[src/rtl/wm8731_i2c_responder.sv]
// WM8731 control-port I2C responder: accepts 3-byte register writes addressed to
// DEVICE_ADDR, ACKs them on an oversampled bus and mirrors the codec's 9-bit registers.
module wm8731_i2c_responder #(
    parameter logic [6:0] DEVICE_ADDR = 7'h1A
) (
    input  logic       clk,
    input  logic       reset_n,
    input  logic       scl_in,
    input  logic       sda_in,
    output logic       sda_oe,
    input  logic [3:0] reg_rd_addr,
    output logic [8:0] reg_rd_data,
    output logic       wr_strobe,
    output logic [6:0] wr_addr,
    output logic [8:0] wr_data,
    output logic       busy
);

    typedef enum logic [2:0] {
        IDLE, ADDR, ACK_A, BYTE1, ACK1, BYTE2, ACK2, IGNORE
    } state_t;

    function automatic logic [8:0] default_value(input logic [3:0] idx);
        logic [8:0] val;
        case (idx)
            4'd0:    val = 9'h097;
            4'd1:    val = 9'h097;
            4'd2:    val = 9'h079;
            4'd3:    val = 9'h079;
            4'd4:    val = 9'h00A;
            4'd5:    val = 9'h008;
            4'd6:    val = 9'h09F;
            4'd7:    val = 9'h00A;
            default: val = 9'h000;
        endcase
        return val;
    endfunction

    state_t     state_r;
    logic       scl_s1_r, scl_s2_r, scl_h_r;
    logic       sda_s1_r, sda_s2_r, sda_h_r;
    logic [3:0] cnt_r;
    logic [7:0] shreg_r;
    logic [7:0] byte1_r;
    logic [8:0] shadow_r [0:9];
    logic       scl_rise_s, scl_fall_s, start_s, stop_s;

    // Pin synchronizers plus one history stage; idle bus is high on both lines.
    always_ff @(posedge clk or negedge reset_n) begin
        if (!reset_n) begin
            {scl_s1_r, scl_s2_r, scl_h_r} <= 3'b111;
            {sda_s1_r, sda_s2_r, sda_h_r} <= 3'b111;
        end else begin
            {scl_s1_r, scl_s2_r, scl_h_r} <= {scl_in, scl_s1_r, scl_s2_r};
            {sda_s1_r, sda_s2_r, sda_h_r} <= {sda_in, sda_s1_r, sda_s2_r};
        end
    end

    // START/STOP require SCL stable high across the SDA edge, so a coincident edge is data.
    assign scl_rise_s = scl_s2_r & ~scl_h_r;
    assign scl_fall_s = ~scl_s2_r & scl_h_r;
    assign start_s    = scl_s2_r & scl_h_r & sda_h_r & ~sda_s2_r;
    assign stop_s     = scl_s2_r & scl_h_r & ~sda_h_r & sda_s2_r;

    // Protocol FSM: bits shift on SCL rise, ACK drive/release and commit happen on SCL fall.
    always_ff @(posedge clk or negedge reset_n) begin
        if (!reset_n) begin
            state_r   <= IDLE;
            cnt_r     <= 4'd0;
            shreg_r   <= 8'h00;
            byte1_r   <= 8'h00;
            sda_oe    <= 1'b0;
            wr_strobe <= 1'b0;
            wr_addr   <= 7'h00;
            wr_data   <= 9'h000;
            busy      <= 1'b0;
        end else begin
            wr_strobe <= 1'b0;
            if (start_s) begin
                state_r <= ADDR;
                cnt_r   <= 4'd0;
                sda_oe  <= 1'b0;
                busy    <= 1'b1;
            end else if (stop_s) begin
                state_r <= IDLE;
                cnt_r   <= 4'd0;
                sda_oe  <= 1'b0;
                busy    <= 1'b0;
            end else if (scl_rise_s) begin
                case (state_r)
                    ADDR, BYTE1, BYTE2: begin
                        if (cnt_r < 4'd8) begin
                            shreg_r <= {shreg_r[6:0], sda_s2_r};
                            cnt_r   <= cnt_r + 4'd1;
                        end
                    end
                    default: ;
                endcase
            end else if (scl_fall_s) begin
                case (state_r)
                    ADDR: begin
                        if (cnt_r == 4'd8) begin
                            if (shreg_r == {DEVICE_ADDR, 1'b0}) begin
                                state_r <= ACK_A;
                                sda_oe  <= 1'b1;
                            end else begin
                                state_r <= IGNORE;
                            end
                        end
                    end
                    BYTE1: begin
                        if (cnt_r == 4'd8) begin
                            byte1_r <= shreg_r;
                            state_r <= ACK1;
                            sda_oe  <= 1'b1;
                        end
                    end
                    BYTE2: begin
                        if (cnt_r == 4'd8) begin
                            state_r <= ACK2;
                            sda_oe  <= 1'b1;
                        end
                    end
                    ACK_A: begin
                        state_r <= BYTE1;
                        sda_oe  <= 1'b0;
                        cnt_r   <= 4'd0;
                    end
                    ACK1: begin
                        state_r <= BYTE2;
                        sda_oe  <= 1'b0;
                        cnt_r   <= 4'd0;
                    end
                    ACK2: begin
                        // shreg_r still holds byte 2: ACK clocks never shift.
                        state_r   <= IGNORE;
                        sda_oe    <= 1'b0;
                        wr_strobe <= 1'b1;
                        wr_addr   <= byte1_r[7:1];
                        wr_data   <= {byte1_r[0], shreg_r};
                    end
                    default: ;
                endcase
            end
        end
    end

    // Shadow registers take the committed write one cycle after the strobe.
    always_ff @(posedge clk or negedge reset_n) begin
        if (!reset_n) begin
            for (int i = 0; i < 10; i++) shadow_r[i] <= default_value(4'(i));
        end else if (wr_strobe) begin
            if (wr_addr == 7'h0F) begin
                for (int i = 0; i < 10; i++) shadow_r[i] <= default_value(4'(i));
            end else if (wr_addr <= 7'd9) begin
                shadow_r[wr_addr[3:0]] <= wr_data;
            end
        end
    end

    // Combinational read port; unimplemented addresses read zero.
    always_comb begin
        reg_rd_data = 9'h000;
        if (reg_rd_addr <= 4'd9) begin
            reg_rd_data = shadow_r[reg_rd_addr];
        end else begin
            reg_rd_data = 9'h000;
        end
    end

endmodule

[config.mk]
export PLATFORM = sky130hd
export DESIGN_NAME = wm8731_i2c_responder
export DESIGN_NICKNAME = d
export VERILOG_FILES = /design/src/rtl/wm8731_i2c_responder.sv
export SDC_FILE = /design/constraint.sdc
export NUM_CORES = 1
export LEC_CHECK = 0
export BUFFER_PORTS_ARGS = -buffer_cell sky130_fd_sc_hd__buf_2
export CAP_MARGIN = 30
export CORE_ASPECT_RATIO = 1.5
export CORE_MARGIN = 2
export CORE_UTILIZATION = 60
export CTS_CLUSTER_DIAMETER = 100
export DETAILED_ROUTE_END_ITERATION = 10
export GPL_TIMING_DRIVEN = 0
export PLACE_DENSITY = 0.79
export SLEW_MARGIN = 20
export SYNTH_ARGS = -nofsm -noshare
export SYNTH_HDL_FRONTEND = slang
export SYNTH_SLANG_ARGS = --single-unit
[constraint.sdc]
create_clock -name clk -period 2.9 [get_ports clk]
set_input_delay 0.435 -clock clk [delete_from_list [all_inputs] [get_ports clk]]
set_output_delay 0.435 -clock clk [all_outputs]
set_load 0.05 [all_outputs]
==> metrics, run 1 <==
outcome finished, final reports clean; Post-Syn Nets slightly below 500; wire length per cell 21.75 um; fin. max-slew vios 0; via count 4415; Initial DRT Pass Iterations 4; htree depth 4; vias in the first global route 4473; critical path class in2out; complex-gate fraction of the synthesized area about 17%; Tot GR Track Use 28.44%; largest net degree at the start of global routing 101; pwr dens 721.8 nW/um^2; Clock transition at path regs 0.06 ns; CP delay by family, top buffers and inverters; slew margin rel. 48.32%; Antenna Diode Count 0; Synth Area in Simple Gates just over 8%; first-pass GRT wire length 23920 um; synthesized area per cell 13.20 sq um; worst min path class in2reg; Worst VDD drop between 0.5 and 0.6 mV; number of remaining DRC errors 0; Max-cap violations 0; critical path's most frequent cell buf_2; worst hold start sda_in; Total Power 5264 uW; TritonCTS Buffers 17; CP startpoint reg_rd_addr[1]; setup_tns 0 ns; filler instances 686; clk sinks 138; Setup crit start kind primary input; CP Capture Type primary output; RSZ-0062 raised after global routing false; period utilization 93.54%; Seq/Total Area, Yosys between 50% and 60%; die area 11370 sq um; mux share of post-synthesis cell area 14.42%; Final min period 2.713 ns; slowest CP cell a221oi_1; post-synthesis adder-cell area fraction 0.9917%; Static Leak 0.003254 uW; RePlAce Congestion 0.8845; Synth Flop Type dfrtp_1; fraction of registers with async set/reset 100.0%; initial core utilization 61.90%; mapped cell area between 6000 and 7000 sq um; initial antenna violation count 0; # nets final 544; final WL 14900 um; count of different cell masters after synthesis slightly below 60; crit path buf inv count 3; slowest stage delay, CP 0.46 ns; Placeable Area 10190 sq um; Layout area overhead 15.61%; IO Pins 36; Synth Instances 478; fmax 368.6 MHz; Worst EP arrival 2.28 ns; Die Ht 129.6 um; Crit Path Max Fanout 10; Die X 87.72 um; CP required 2.47 ns; R2R Path Start scl_s2_r$_DFF_PN1_; Worst-Skew Late Latency approximately 0.41 ns; Overflow after GRT 0; largest family of logic cells by synthesized area compound AO/OA/AOI/OAI gates; Synth Area in XOR/XNOR 0.5553%; FP Rows 45; Antenna Nets Post-Route 0; worst-path cell chain clkbuf_1, buf_2, nor2_1, a221oi_1, a21oi_1, buf_2; Via-to-Cell Ratio between 6 and 7; skew final 0.007421 ns; Final setup viols 0; CTS tree built; clk buf depth 2; Seq cells post-synth 138; Detailed Place HPWL ~10000 um; drt initial violations roughly 340; I/O Buffers 32; actual slew at the worst max-slew pin between 0.7 and 0.8 ns; Root Driver clkbuf_16; final hold vios 0; Synth warnings 0; Post-synth EDFFs 0; layout cells sized above 1 between 30% and 40%
-- sequential cells by signal, indices dropped and copies added (netlist names) --
name and count:
sda_h_r 1, sda_s2_r 1, sda_oe 1, scl_s2_r 1, state_r 3, wr_addr 7
scl_s1_r 1, wr_data 9, byte1_r 8, cnt_r 4, sda_s1_r 1, scl_h_r 1
shadow_r 90, shreg_r 8, wr_strobe 1, busy 1
-- metal layers --
layer	up-vias	share of wire (%)	global-route usage [%]
met5	-	0	0
met4	0	2.4	10.32
met3	31	4.8	6.497
met2	146	55	49.73
met1	2292	38	34.09
li1	1946	-	-
-- cell usage after synthesis (3+ instances only) --
library cell,n,area [sq um]
a21oi_1,18,90.09
a221oi_1,9,78.83
a22o_1,59,516.8
a2bb2oi_1,7,61.31
and2_1,6,37.54
and3_1,3,18.77
buf_1,3,11.26
buf_2,10,50.05
clkbuf_1,14,52.55
dfrtp_1,101,2527
dfstp_2,37,972.2
ha_1,5,62.56
inv_1,12,45.04
mux2_2,43,484.2
mux4_2,18,405.4
nand2_1,22,82.58
nand2b_1,3,18.77
nand3_1,6,30.03
nand4_1,3,18.77
nor2_1,13,48.80
nor3_1,6,30.03
nor3_2,3,30.03
o21ai_0,5,25.02
o22a_1,21,183.9
o22ai_1,3,18.77
or2_2,5,31.28
or3_1,4,25.02
xnor2_1,3,26.28
-- layout make-up --
cell class                      instances  area (sq um)  share of cell area, %
Sequential cell                       138          3500                  47.98
Tap cell                              141         176.4                  2.419
Multi-Input combinational cell        297          2623                  35.96
Timing Repair Buffer                   34         207.7                  2.848
Clock inverter                         14         161.4                  2.213
Inverter                               13         48.80                 0.6691
Clock buffer                           18         439.2                  6.022
Buffer                                 30         137.6                  1.887
-- where the power goes --
part | switching [uW] | internal (uW)
clock network | 861 | 1310
logic | 549 | 309
registers | 144 | 2090
-- through the flow --
| step | std cells | worst slack, ns | utilization, % | hold WS [ns] | area, sq um |
|---|---|---|---|---|---|
| 2_1_floorplan | 478 | 0.3419 | - | 0.1394 | 6309 |
| 3_3_place_gp | 651 | -0.2785 | 65.21 | 0.3475 | 6645 |
| 3_5_place_dp | 652 | 0.2141 | 65.57 | 0.3270 | 6683 |
| 4_1_cts | 685 | 0.2155 | 71.57 | 0.1075 | 7293 |
| 5_1_grt | 685 | 0.1016 | 71.57 | 0.1048 | 7293 |
| 6_report | 685 | 0.1873 | 71.57 | 0.1218 | 7293 |
-- cells by family (layout without fill, tap and decap cells) --
family | Yosys count | in the layout
buffers and inverters | 43 | 109
and+or+nand+nor | 89 | 89
adders and majority gates | 5 | 5
muxes | 63 | 63
xor gates and xnor gates | 4 | 4
DFF | 138 | 138
AOI/OAI and AO/OA | 136 | 136
-- worst paths after layout --
path	to	slack, ns	depth (start not counted)
worst max-delay path	reg_rd_data[0]	0.19	6
worst min-delay path	sda_s1_r$_DFF_PN1_	0.12	1
worst max register to register	shreg_r[1]$_DFFE_PN0P_	0.49	5
worst min register to register	sda_s2_r$_DFF_PN1_	0.36	0
max in group asynchronous	shadow_r[69]$_DFFE_PN1P_	1.60	3
min in group asynchronous	shadow_r[4]$_DFFE_PN0P_	0.48	2
-- cells in the final DEF, fill, tap and decap left out, types with 4 or more instances in the layout --
| master | n |
|---|---|
| a221oi_1 | 9 |
| nand2_1 | 22 |
| o22a_1 | 21 |
| mux4_2 | 18 |
| buf_2 | 41 |
| dfrtp_1 | 101 |
| clkbuf_16 | 17 |
| dfstp_2 | 37 |
| nor2_1 | 13 |
| inv_1 | 12 |
| a22o_1 | 59 |
| nor3_1 | 6 |
| ha_1 | 5 |
| inv_6 | 5 |
| clkbuf_1 | 14 |
| nand3_1 | 6 |
| mux2_2 | 43 |
| or2_2 | 5 |
| or3_1 | 4 |
| o21ai_0 | 5 |
| a21oi_1 | 18 |
| and2_1 | 6 |
| a2bb2oi_1 | 7 |
-- timing repair --
item                      CTS  global route
hold buffers                1             0
gates resized for setup     0             0
setup buffers               0             0
hold endpoints to repair   19             0
(Power assumes the default switching activity.)
==> run 2: changes to the inputs <==
PLACE_DENSITY = default   (was 0.79)
PLACE_DENSITY_LB_ADDON = 0.05   (was default)
==> metrics, run 2 (synthesis results as in run 1) <==
outcome finished, final reports clean; Setup crit start kind primary input; initial antenna violation count 0 (unchanged); Reg with most FFs shadow_r; Initial DRT Pass Iterations 4 (unchanged); Tot GR Track Use 28.93% (+0.50 points); Hold Buf Count CTS 1 (unchanged); fin area 7308 sq um (+0.21%); CTS tree built; Via-to-Cell Ratio 6.272 (-2.7%); max reg flops 90 (unchanged); crit path buf inv count 3 (unchanged); fin. max-slew vios 0 (unchanged); Die X 87.72 um (unchanged); critical path class in2out; critical path's most frequent cell buf_2; die area 11370 sq um (unchanged); Crit Path Max Fanout 10 (unchanged); Layout area overhead 15.85%; I/O Buffers 32 (unchanged); Detailed Place HPWL 10400 um (+1.1%); IO Pins 36 (unchanged); commonest non-fill, non-tap cell in the layout dfrtp_1; Worst EP arrival 2.21 ns (-0.07 ns); Final min period 2.649 ns (-0.06417 ns); dpl cell area 6683 sq um (unchanged); # nets final 544 (unchanged); largest net degree at the start of global routing 78 (-23%); Clock transition at path regs 0.06 ns (about the same); htree depth 4 (unchanged); pwr dens 724.6 nW/um^2 (+0.39%); Antenna Nets Post-Route 0 (unchanged); worst-path cell chain clkbuf_1, buf_2, nor2_1, a221oi_1, a21oi_1, buf_2; layout cells sized above 1 34.93% (-0.37 points); first-pass GRT wire length 24470 um (+2.3%); RePlAce Congestion 0.8667 (-2.0%); Worst-Skew Late Latency 0.41 ns (about the same); Antenna Diode Count 0 (unchanged); drt initial violations 210 (-38%); slowest CP cell nor2_1; fmax 377.6 MHz (+2.4%); Post-Layout Cell Count 685 (unchanged); RSZ-0062 raised after global routing false; commonest cells after routing, fill and taps aside 101 x dfrtp_1, 59 x a22o_1, 43 x mux2_2, 41 x buf_2, 37 x dfstp_2; Worst VDD drop 0.5596 mV (-2.8%); Static Leak 0.003260 uW (+0.19%); via count 4296 (-2.7%); initial core utilization 61.90% (unchanged); FP Rows 45 (unchanged); CP delay by family, top buffers and inverters; Regs by FF count shadow_r x90, wr_data x9; CP required 2.47 ns (about the same); skew final 0.005413 ns (-0.002008 ns); clk sinks 138 (unchanged); worst min path class in2reg; clk buf depth 2 (unchanged); worst hold margin 0.1198 ns (-0.001985 ns); slowest stage delay, CP 0.57 ns (+0.11 ns); Die Ht 129.6 um (unchanged); TritonCTS Buffers 17 (unchanged); Total Power 5295 uW (+0.59%); period utilization 91.33% (-2.2 points); placed instance count 652 (unchanged); CTS resizes 0 (unchanged); vias in the first global route 4582 (+2.4%); number of remaining DRC errors 0 (unchanged); Placeable Area 10190 sq um (unchanged); final WL 14950 um (+0.29%); Max-cap violations 0 (unchanged); slew margin rel. 43.14% (-5.2 points); actual slew at the worst max-slew pin 0.8498 ns (+0.07748 ns); Final setup viols 0 (unchanged); final hold vios 0 (unchanged); wire length per cell 21.82 um (+0.29%); Root Driver clkbuf_16; CP Capture Type primary output; setup bufs post-CTS 0 (unchanged); Overflow after GRT 0 (unchanged)
==> run 2: changes by cell type in the layout (fill, tap and decap cells not counted) <==
| cell | before | now |
|---|---|---|
| inv_6 | 5 | 0 |
| clkbuf_1 | 14 | 16 |
| clkbuf_8 | 1 | 3 |
| bufinv_16 | 2 | 3 |
| clkinv_2 | 1 | 2 |
| inv_8 | 1 | 0 |
==> run 2: path summary, 6_finish.rpt <==
| check | startpoint | end | slack, ns | cells past startpoint |
|---|---|---|---|---|
| setup / recovery | reg_rd_addr[1] | reg_rd_data[5] | 0.25 | 6 |
| hold / removal | sda_in | sda_s1_r$_DFF_PN1_ | 0.12 | 1 |
| setup reg to reg | scl_s2_r$_DFF_PN1_ | shreg_r[3]$_DFFE_PN0P_ | 0.51 | 5 |
| hold reg to reg | sda_s1_r$_DFF_PN1_ | sda_s2_r$_DFF_PN1_ | 0.36 | 0 |
| max in group asynchronous | reset_n | shadow_r[60]$_DFFE_PN1P_ | 1.61 | 3 |
| min in group asynchronous | reset_n | shadow_r[11]$_DFFE_PN0P_ | 0.54 | 2 |
==> run 2: power breakdown <==
part,switching [uW],leakage (uW),internal (uW),total [uW]
Clock,781,0.000296,1420,2200
Combinational,551,0.00119,308,859
Sequential,140,0.00177,2090,2230
==> run 2: cell type report <==
| type | count | area, sq um |
|---|---|---|
| sequential | 138 | 3500 |
| timing repair buffer | 34 | 207.7 |
| inverter | 13 | 48.80 |
| multi-input combinational | 297 | 2623 |
| tap | 141 | 176.4 |
| fill | 739 | 2883 |
| buffer | 30 | 137.6 |
| clock inverter | 10 | 141.4 |
| clock buffer | 22 | 474.2 |
==> run 2: through the flow <==
stage / utilization (%) / worst slack [ns] / TNS (ns)
6_report: 71.71 / 0.2515 / 0
5_1_grt: 71.71 / 0.1745 / 0
2_1_floorplan: - / 0.3419 / 0
3_3_place_gp: 65.21 / -0.3249 / -31.98
4_1_cts: 71.71 / 0.2830 / 0
3_5_place_dp: 65.57 / 0.2781 / 0
==> run 2: layer usage <==
metal  global-route usage (%)  vias to the layer above  part of all wire [%]
li1                         -                     1928                     -
met1                    35.49                     2216                    39
met2                    48.84                      122                    53
met3                    5.987                       30                   3.6
met4                    13.30                        0                   3.8
met5                        0                        -                     0
==> run 3: changes to the inputs <==
==> constraint.sdc (replaced) <==
create_clock -name clk -period 2.9 [get_ports clk]
set_input_delay 0.58 -clock clk [delete_from_list [all_inputs] [get_ports clk]]
set_output_delay 0.58 -clock clk [all_outputs]
set_load 0.05 [all_outputs]
==> metrics, run 3 (synthesis results as in run 1) <==
CP required 2.32 ns (-0.15 ns); Clock transition at path regs 0.06 ns (about the same); Max-cap violations 0 (unchanged); Static Leak 0.003261 uW (about the same); sequential cell area 3500 sq um (unchanged); Initial DRT Pass Iterations 4 (unchanged); routed length on met2 8012 um (+0.68%); pwr dens 725.1 nW/um^2 (about the same); die area 11370 sq um (unchanged); htree depth 4 (unchanged); RePlAce Congestion 0.8667 (unchanged); Post-Layout Cell Count 684 (-0.15%); Final setup viols 0 (unchanged); TritonCTS Buffers 17 (unchanged); DR WL met3 508 um (-4.3%); commonest non-fill, non-tap cell in the layout dfrtp_1; filler instances 736 (-0.41%); worst hold margin 0.08778 ns (-0.03202 ns); RSZ-0062 raised after global routing false; outcome finished, final reports clean; Tot GR Track Use 28.91% (about the same); Regs by FF count shadow_r x90, wr_data x9; slew margin rel. 44.99% (+1.9 points); period utilization 94.86% (+3.5 points); Root Driver clkbuf_16; IO Pins 36 (unchanged); Worst-Skew Late Latency 0.41 ns (about the same); fin util 71.71% (unchanged); Setup crit start kind primary input; vias in the first global route 4570 (-0.26%); fin. max-slew vios 0 (unchanged); highest routed layer met4; initial antenna violation count 0 (unchanged); clk buf depth 2 (unchanged); area of the multi-input gates 2625 sq um (about the same); largest net degree at the start of global routing 78 (unchanged); # nets final 543 (-0.18%); Antenna Diode Count 0 (unchanged); Reg with most FFs shadow_r; via count 4318 (+0.51%); Worst VDD drop 0.5621 mV (+0.46%); commonest cells after routing, fill and taps aside 101 x dfrtp_1, 59 x a22o_1, 43 x mux2_2, 40 x buf_2, 37 x dfstp_2; Overflow after GRT 0 (unchanged); I/O Buffers 32 (unchanged); critical path class in2out; final WL 15010 um (+0.41%); WL met1 5932 um (+0.71%); Detailed Place HPWL 10400 um (unchanged); Die X 87.72 um (unchanged); CTS tree built; Crit Path Max Fanout 10 (unchanged); layout cells sized above 1 35.36% (+0.43 points); final hold vios 0 (unchanged); worst min path class in2async; Antenna Nets Post-Route 0 (unchanged); actual slew at the worst max-slew pin 0.8221 ns (-0.02767 ns); fmax 363.5 MHz (-3.7%); CP Capture Type primary output; skew final 0.006713 ns (+0.001300 ns); Total Power 5299 uW (about the same); Placeable Area 10190 sq um (unchanged); Worst EP arrival 2.17 ns (-0.04 ns); wire length per cell 21.94 um (+0.56%); Layout area overhead 15.85% (unchanged); R2R Setup Slk 0.49 ns (-0.02 ns); FP Rows 45 (unchanged); initial core utilization 61.90% (unchanged); drt initial violations 198 (-5.7%); number of remaining DRC errors 0 (unchanged); Final min period 2.751 ns (+0.1024 ns); setup bufs post-CTS 0 (unchanged); placed instance count 652 (unchanged); clk sinks 138 (unchanged); Die Ht 129.6 um (unchanged); first-pass GRT wire length 24440 um (-0.11%); max reg flops 90 (unchanged); Via-to-Cell Ratio 6.313 (+0.66%)
run 3: final timing paths:
| kind | from | to | cells past startpoint |
|---|---|---|---|
| max | reg_rd_addr[0] | reg_rd_data[6] | 6 |
| min | reset_n | shadow_r[11]$_DFFE_PN0P_ | 1 |
| max reg2reg | scl_s2_r$_DFF_PN1_ | shreg_r[3]$_DFFE_PN0P_ | 5 |
| min reg2reg | sda_s1_r$_DFF_PN1_ | sda_s2_r$_DFF_PN1_ | 0 |
| max in group asynchronous | reset_n | shadow_r[83]$_DFFE_PN1P_ | 2 |
| min in group clk | sda_in | sda_s1_r$_DFF_PN1_ | 1 |
run 3: metrics by stage:
stage           TNS, ns  setup slack, ns  area [sq um]
2_1_floorplan         0          0.05193          6309
3_5_place_dp   -0.01450         -0.01194          6683
5_1_grt               0          0.04330          7308
6_report              0           0.1490          7308
3_3_place_gp     -46.64          -0.4699          6645
4_1_cts               0          0.06479          7305
run 3: critical path, cell delays in order:
cell	delay, ns
clkbuf_4	0.21
buf_6	0.22
mux4_2	0.54
a221oi_1	0.32
a21oi_1	0.06
buf_2	0.23
run 3: area by class of cell:
cell class / instances / share of cell area (%)
Clock buffer: 22 / 6.489
Tap cell: 141 / 2.414
Inverter: 13 / 0.6677
Sequential cell: 138 / 47.89
Clock inverter: 10 / 1.935
Multi-Input combinational cell: 297 / 35.92
Buffer: 30 / 1.986
Timing Repair Buffer: 33 / 2.705
run 3: where the power goes:
group          internal (uW)  total, uW  switching (uW)
sequential              2090       2230             141
combinational            309        860             551
clock                   1420       2200             784
total                   3820       5300            1480
run 3: what timing repair did:
action,4_1_cts,5_1_grt
resized for setup,2,3
endpoints found under the setup margin,2,4
cloned,0,0
endpoints found under the hold margin,0,0
hold buffers,0,0
run 3: layer usage:
layer | track usage, % | vias up
met2 | 48.93 | 118
met1 | 35.40 | 2241
li1 | - | 1931
met5 | 0 | -
met4 | 13.21 | 0
met3 | 5.924 | 28
